==> src/rtl/div_seq_pkg.sv <==
// Shared types and constants for the sequential signed divider.
package div_pkg;

    localparam int DIV_WIDTH = 32;
    localparam int DIV_CNT_W = $clog2(DIV_WIDTH);
    localparam logic [DIV_WIDTH-1:0] INT_MIN = {1'b1, {(DIV_WIDTH-1){1'b0}}};

    typedef enum logic [2:0] {
        IDLE = 3'd0,
        LOAD = 3'd1,
        RUN  = 3'd2,
        FIX  = 3'd3,
        DONE = 3'd4
    } div_state_e;

endpackage

==> src/rtl/div_seq_if.sv <==
// Request/result bundle between the divider and its parent.
interface div_seq_if #(
    parameter int WIDTH = 32
);
    logic             start;
    logic [WIDTH-1:0] dividend;
    logic [WIDTH-1:0] divisor;
    logic [WIDTH-1:0] quotient;
    logic [WIDTH-1:0] remainder;
    logic             exception;
    logic             ready;
    logic             busy;

    modport master (
        output start, dividend, divisor,
        input  quotient, remainder, exception, ready, busy
    );

    modport slave (
        input  start, dividend, divisor,
        output quotient, remainder, exception, ready, busy
    );
endinterface

==> src/rtl/div_seq_step.sv <==
// One restoring shift-subtract step on unsigned magnitudes.
module div_step #(
    parameter int WIDTH = 32
) (
    input  logic [WIDTH-1:0] a_i,
    input  logic [WIDTH-1:0] q_i,
    input  logic [WIDTH-1:0] m_i,
    output logic [WIDTH-1:0] a_o,
    output logic [WIDTH-1:0] q_o
);

    logic [WIDTH:0] a_sh;
    logic [WIDTH:0] m_ext;
    logic [WIDTH:0] diff;
    logic           neg;

    // A < M before the shift, so the shifted A is below 2M and the (WIDTH+1)-bit
    // difference lies in [-M, M-1]; its top bit is therefore a true sign.
    assign a_sh  = {a_i, q_i[WIDTH-1]};
    assign m_ext = {1'b0, m_i};
    assign diff  = a_sh - m_ext;
    assign neg   = diff[WIDTH];

    assign a_o = neg ? a_sh[WIDTH-1:0] : diff[WIDTH-1:0];
    assign q_o = {q_i[WIDTH-2:0], ~neg};

endmodule

==> src/rtl/div_seq.sv <==
// Iterative signed divider: one restoring step per cycle, truncating quotient.
//   state | meaning
//   IDLE  | waiting for start; outputs hold last result
//   LOAD  | take magnitudes/signs of latched operands, screen exceptions
//   RUN   | WIDTH shift-subtract steps
//   FIX   | apply signs, write quotient/remainder
//   DONE  | ready pulse; start here chains the next division
module div_seq
    import div_pkg::*;
#(
    parameter int WIDTH = DIV_WIDTH
) (
    input  logic      clk,
    input  logic      reset,
    div_seq_if.slave  bus
);

    localparam int CNT_W = $clog2(WIDTH);
    localparam logic [WIDTH-1:0] MIN_VAL = {1'b1, {(WIDTH-1){1'b0}}};
    localparam logic [CNT_W-1:0] CNT_LAST = CNT_W'(WIDTH - 1);

    div_state_e       state_q, state_d;
    logic [CNT_W-1:0] cnt_q, cnt_d;
    logic [WIDTH-1:0] dvd_q, dvd_d;
    logic [WIDTH-1:0] dvs_q, dvs_d;
    logic [WIDTH-1:0] a_q, a_d;
    logic [WIDTH-1:0] q_q, q_d;
    logic [WIDTH-1:0] m_q, m_d;
    logic             sign_q_q, sign_q_d;
    logic             sign_r_q, sign_r_d;
    logic [WIDTH-1:0] quo_q, quo_d;
    logic [WIDTH-1:0] rem_q, rem_d;
    logic             exc_q, exc_d;

    logic [WIDTH-1:0] step_a;
    logic [WIDTH-1:0] step_q;
    logic [WIDTH-1:0] dvd_mag;
    logic [WIDTH-1:0] dvs_mag;

    // The remainder magnitude never reaches 2^WIDTH, so A is kept WIDTH wide;
    // the extra bit only exists inside the step's subtraction.
    div_step #(.WIDTH(WIDTH)) u_step (
        .a_i (a_q),
        .q_i (q_q),
        .m_i (m_q),
        .a_o (step_a),
        .q_o (step_q)
    );

    // |MIN| wraps to MIN, which is the correct value read as unsigned.
    assign dvd_mag = dvd_q[WIDTH-1] ? -dvd_q : dvd_q;
    assign dvs_mag = dvs_q[WIDTH-1] ? -dvs_q : dvs_q;

    always_comb begin
        state_d  = state_q;
        cnt_d    = cnt_q;
        dvd_d    = dvd_q;
        dvs_d    = dvs_q;
        a_d      = a_q;
        q_d      = q_q;
        m_d      = m_q;
        sign_q_d = sign_q_q;
        sign_r_d = sign_r_q;
        quo_d    = quo_q;
        rem_d    = rem_q;
        exc_d    = exc_q;

        case (state_q)
            IDLE: begin
                if (bus.start) begin
                    dvd_d   = bus.dividend;
                    dvs_d   = bus.divisor;
                    state_d = LOAD;
                end
            end
            LOAD: begin
                a_d      = '0;
                q_d      = dvd_mag;
                m_d      = dvs_mag;
                sign_q_d = dvd_q[WIDTH-1] ^ dvs_q[WIDTH-1];
                sign_r_d = dvd_q[WIDTH-1];
                cnt_d    = '0;
                if (dvs_q == '0) begin
                    exc_d   = 1'b1;
                    quo_d   = '0;
                    rem_d   = '0;
                    state_d = DONE;
                end else if (dvd_q == MIN_VAL && dvs_q == '1) begin
                    exc_d   = 1'b1;
                    quo_d   = MIN_VAL;
                    rem_d   = '0;
                    state_d = DONE;
                end else begin
                    state_d = RUN;
                end
            end
            RUN: begin
                a_d   = step_a;
                q_d   = step_q;
                cnt_d = cnt_q + CNT_W'(1);
                if (cnt_q == CNT_LAST) begin
                    state_d = FIX;
                end
            end
            FIX: begin
                quo_d   = sign_q_q ? -q_q : q_q;
                rem_d   = sign_r_q ? -a_q : a_q;
                exc_d   = 1'b0;
                state_d = DONE;
            end
            DONE: begin
                if (bus.start) begin
                    dvd_d   = bus.dividend;
                    dvs_d   = bus.divisor;
                    state_d = LOAD;
                end else begin
                    state_d = IDLE;
                end
            end
            default: state_d = IDLE;
        endcase
    end

    always_ff @(posedge clk) begin
        if (reset) begin
            state_q  <= IDLE;
            cnt_q    <= '0;
            dvd_q    <= '0;
            dvs_q    <= '0;
            a_q      <= '0;
            q_q      <= '0;
            m_q      <= '0;
            sign_q_q <= 1'b0;
            sign_r_q <= 1'b0;
            quo_q    <= '0;
            rem_q    <= '0;
            exc_q    <= 1'b0;
        end else begin
            state_q  <= state_d;
            cnt_q    <= cnt_d;
            dvd_q    <= dvd_d;
            dvs_q    <= dvs_d;
            a_q      <= a_d;
            q_q      <= q_d;
            m_q      <= m_d;
            sign_q_q <= sign_q_d;
            sign_r_q <= sign_r_d;
            quo_q    <= quo_d;
            rem_q    <= rem_d;
            exc_q    <= exc_d;
        end
    end

    assign bus.quotient  = quo_q;
    assign bus.remainder = rem_q;
    assign bus.exception = exc_q;
    assign bus.ready     = (state_q == DONE);
    assign bus.busy      = (state_q == LOAD) || (state_q == RUN) || (state_q == FIX);

endmodule

==> src/flat_wrapper.sv <==
// flat-port wrapper written by rule: the top's interface ports become plain ports
module div_seq_flat import div_pkg::*;
#(
    parameter int WIDTH = DIV_WIDTH
)
  (clk, reset, bus_start, bus_dividend, bus_divisor, bus_quotient, bus_remainder, bus_exception, bus_ready, bus_busy);
  div_seq_if #(.WIDTH(WIDTH)) bus_i ();
  input  logic clk;
  input  logic reset;
  input wire logic [$bits(bus_i.start)-1:0] bus_start;
  input wire logic [$bits(bus_i.dividend)-1:0] bus_dividend;
  input wire logic [$bits(bus_i.divisor)-1:0] bus_divisor;
  output wire logic [$bits(bus_i.quotient)-1:0] bus_quotient;
  output wire logic [$bits(bus_i.remainder)-1:0] bus_remainder;
  output wire logic [$bits(bus_i.exception)-1:0] bus_exception;
  output wire logic [$bits(bus_i.ready)-1:0] bus_ready;
  output wire logic [$bits(bus_i.busy)-1:0] bus_busy;
  assign bus_i.start = bus_start;
  assign bus_i.dividend = bus_dividend;
  assign bus_i.divisor = bus_divisor;
  assign bus_quotient = bus_i.quotient;
  assign bus_remainder = bus_i.remainder;
  assign bus_exception = bus_i.exception;
  assign bus_ready = bus_i.ready;
  assign bus_busy = bus_i.busy;
  div_seq #(.WIDTH(WIDTH)) u_core (.clk(clk), .reset(reset), .bus(bus_i));
endmodule
==> config.mk <==
export PLATFORM = sky130hd
export DESIGN_NAME = div_seq_flat
export DESIGN_NICKNAME = d
export VERILOG_FILES = /design/src/rtl/div_seq_pkg.sv /design/src/rtl/div_seq_if.sv /design/src/rtl/div_seq_step.sv /design/src/rtl/div_seq.sv /design/src/flat_wrapper.sv
export SDC_FILE = /design/constraint.sdc
export NUM_CORES = 1
export LEC_CHECK = 0
export CORE_MARGIN = 1.5
export CORE_UTILIZATION = 52
export CTS_CLUSTER_DIAMETER = 60
export CTS_CLUSTER_SIZE = 8
export DETAILED_ROUTE_END_ITERATION = 6
export PLACE_DENSITY = 0.76
export SETUP_SLACK_MARGIN = 0.5
export SLEW_MARGIN = 20
export SYNTH_ARGS = -nofsm -noshare
export SYNTH_HDL_FRONTEND = slang
export SYNTH_HIERARCHICAL = 1
export SYNTH_SLANG_ARGS = --single-unit
==> constraint.sdc <==
create_clock -name clk -period 3.4 [get_ports clk]
set_input_delay 0.85 -clock clk [delete_from_list [all_inputs] [get_ports clk]]
set_output_delay 0.85 -clock clk [all_outputs]
set_load 0.005 [all_outputs]
==> qor.yml <==
outcome: "finished, final reports clean"
nFillCells: 2107
critPathTopFamily: "compound AO/OA/AOI/OAI gates"
cp_cell_sequence: "inv_2, ha_4, fa_2, and2b_1, o2111ai_2, a21oi_2, o2111ai_2, a211oi_2, nor2_4, mux2i_4, and2_4, inv_12, mux2_2, a22oi_1, nor2_1"
yosysMostFrequentCell: "dfxtp_1"
drc: 0
vias: 12100
clock_latency_ns: 0.51
multi_input_area_sq_mm: 0.00796
slew_violations: 0
ys.flop_type: "dfxtp_1"
period_needed_ns: 3.22
dieArea_sq_mm: 0.0268
ys_seq_elements: 235
hpwl_mm: 25.1
grt_pass1_vias: 10900
crit_type: "flop to flop"
num_io_pins: 134
syn_area_sq_mm: 0.0134
dp.cells: 1988
finalSetupTns_ns: 0
crit_buf_inv: 2
synth_top_area_share_pct: 35.0
antenna_found_initial: 0
synth_common_cells: "235 x dfxtp_1, 199 x nand2_1, 142 x nor2_1, 121 x a21oi_1, 77 x clkbuf_1"
maxCapViolCount: 0
synth_nets: 1719
cts_buffer_depth: 3
setup_slack_ns: 0.177
place_congestion: 0.938
grt_usage_pct: 26.2
fin_skew_ns: 0.0151
crit_arrival_ns: 3.58
clk_pin_slew_ns: 0.05
required_ns: 3.76
die_h_um: 164
synth_cell_types: 85
seq_area_sq_mm: 0.00471
synth_edf_count: 0
cts_made_buffers: 35
end_kind: "flop"
ant_nets: 0
peakVddDrop_v: 0.000330
hold_buffers: 0
crit_top_cell: "o2111ai_2"
rsz0062_at_grt: "yes"
max_stage_delay_ns: 0.34
timing.slew.headroom_pct: 29.7
first_pass_iters: 6
leakage_nw: 6.10
crit_fanout: 12
ys_seq_area_share_pct: 35.0
clockRootBuffer: "clkbuf_16"
start_util_pct: 53.2
power.density_mw_per_mm2: 605
worst_pin_slew_ns: 1.05
clock-sinks: 235
core_sq_mm: 0.0253
placed_cell_area_sq_mm: 0.0149
nets: 1812
port_buffers: 133
grt_pass1_wl_mm: 56.9
n_antenna_cell: 0
vias_per_cell: 5.92
hold_violations: 0
syn_avg_cell_area_sq_um: 8.34
critPathSlowestCell: "fa_2"
hold_path.class: "flop to flop"
num_rows: 58
synth_area_leaders: "dfxtp_1 35%, nand2_1 5.6%, xnor2_1 5.0%"
wl_mm: 35.8
final_cells: 2038
yosys.area.top_type: "dfxtp_1"
syn_inst: 1612
final_area_sq_mm: 0.0160
syn2layout_area_growth_pct: 19.3
max_freq_ghz: 0.310
setup_viol: 0
grt_remaining_overflow: 0
yosysWarnings: 6
fin_util_pct: 63.5
tritoncts: "done"
htree_levels: 2
drt_iter0_markers: 1051
dp_worst_setup_slack_ns: 0.102
routed_wire_length_per_instance_um: 17.6
finalCritPeriodShare_pct: 94.8
cp-start-kind: "flop"
synth-async-reset-ratio_pct: 0
grt_max_degree: 68
drive_above_1_share_pct: 10.7
fp.dieW_um: 164
final timing paths:
check	from	endpoint	slack [ns]	depth (start not counted)
hold reg to reg	u_core/bus.remainder[8]	u_core/bus.remainder[8]	0.46	1
hold / removal	u_core/bus.remainder[8]	u_core/bus.remainder[8]	0.46	1
setup / recovery	u_core/q_q[31]	u_core/a_q[5]	0.18	15
setup reg to reg	u_core/q_q[31]	u_core/a_q[5]	0.18	15
cell type report:
type | count | area share, %
clock buffer | 37 | 5.64
clock inverter | 3 | 0.343
inverter | 47 | 1.18
multi-input combinational | 1197 | 49.6
sequential | 235 | 29.4
tap | 330 | 2.57
timing repair buffer | 187 | 11.1
timing repair inverter | 2 | 0.156
timing repair:
| item | CTS | global route |
|---|---|---|
| buffers inserted | 4 | 2 |
| resized for setup | 16 | 20 |
| cloned | 3 | 1 |
| setup endpoints to repair | 84 | 58 |
| pin swaps | 5 | 4 |
layout by cell type (no fill, tap or decap), drive strengths merged, types with 38 or more instances in the layout:
| master | n |
|---|---|
| dfxtp | 235 |
| nand2 | 199 |
| nor2 | 143 |
| clkdlybuf4s50 | 132 |
| a21oi | 123 |
| xnor2 | 76 |
| xor2 | 68 |
| o21ai | 61 |
| a22o | 55 |
| buf | 55 |
| inv | 49 |
| a211oi | 40 |
| ha | 39 |
| a22oi | 38 |
worst register-to-register path: cells and delay by family (launching register included):
| family | cells | cell delay (ns) |
|---|---|---|
| adders and majority gates | 2 | 0.49 |
| AOI/OAI and AO/OA | 5 | 0.92 |
| and+or+nand+nor | 4 | 0.63 |
| DFF | 1 | 0.33 |
| muxes | 2 | 0.54 |
| buffers and inverters | 2 | 0.17 |
kinds of logic after synthesis:
kind of cell,after synthesis,share of synthesized area [%]
AO/OA/AOI/OAI,475,24.4
AND/OR/NAND/NOR,509,17.5
flip-flops,235,35.0
multiplexers,29,3.00
XOR/XNOR,144,9.39
buffers and inverters,180,6.92
adder cells (fa/ha/maj),40,3.78
report_power, final:
group | switching, mW | total, mW | internal (mW)
logic | 1.86 | 3.45 | 1.59
registers | 0.220 | 3.14 | 2.92
clock network | 1.17 | 3.11 | 1.94
flip-flops by register name, indices dropped and copies added (netlist names), 3 cells and up:
name	count
u_core/m_q	32
u_core/cnt_q	5
u_core/dvs_q	32
u_core/dvd_q	32
u_core/a_q	32
u_core/q_q	32
u_core/bus.remainder	32
u_core/state_q	3
u_core/bus.quotient	32
layer usage:
layer	GRT usage (%)	part of all wire [%]
met3	3.86	7.1
met1	39.3	48
met4	7.02	1.7
met2	38.8	43
met5	0	0
metrics by stage:
stage               power, mW  hold slack, ns
floorplan                5.74           0.432
global placement         6.28           0.442
detailed placement       6.33           0.448
CTS                      9.65           0.462
global route             10.2           0.477
finish                   9.70           0.460
No activity file was read; power rests on OpenSTA's default activity.
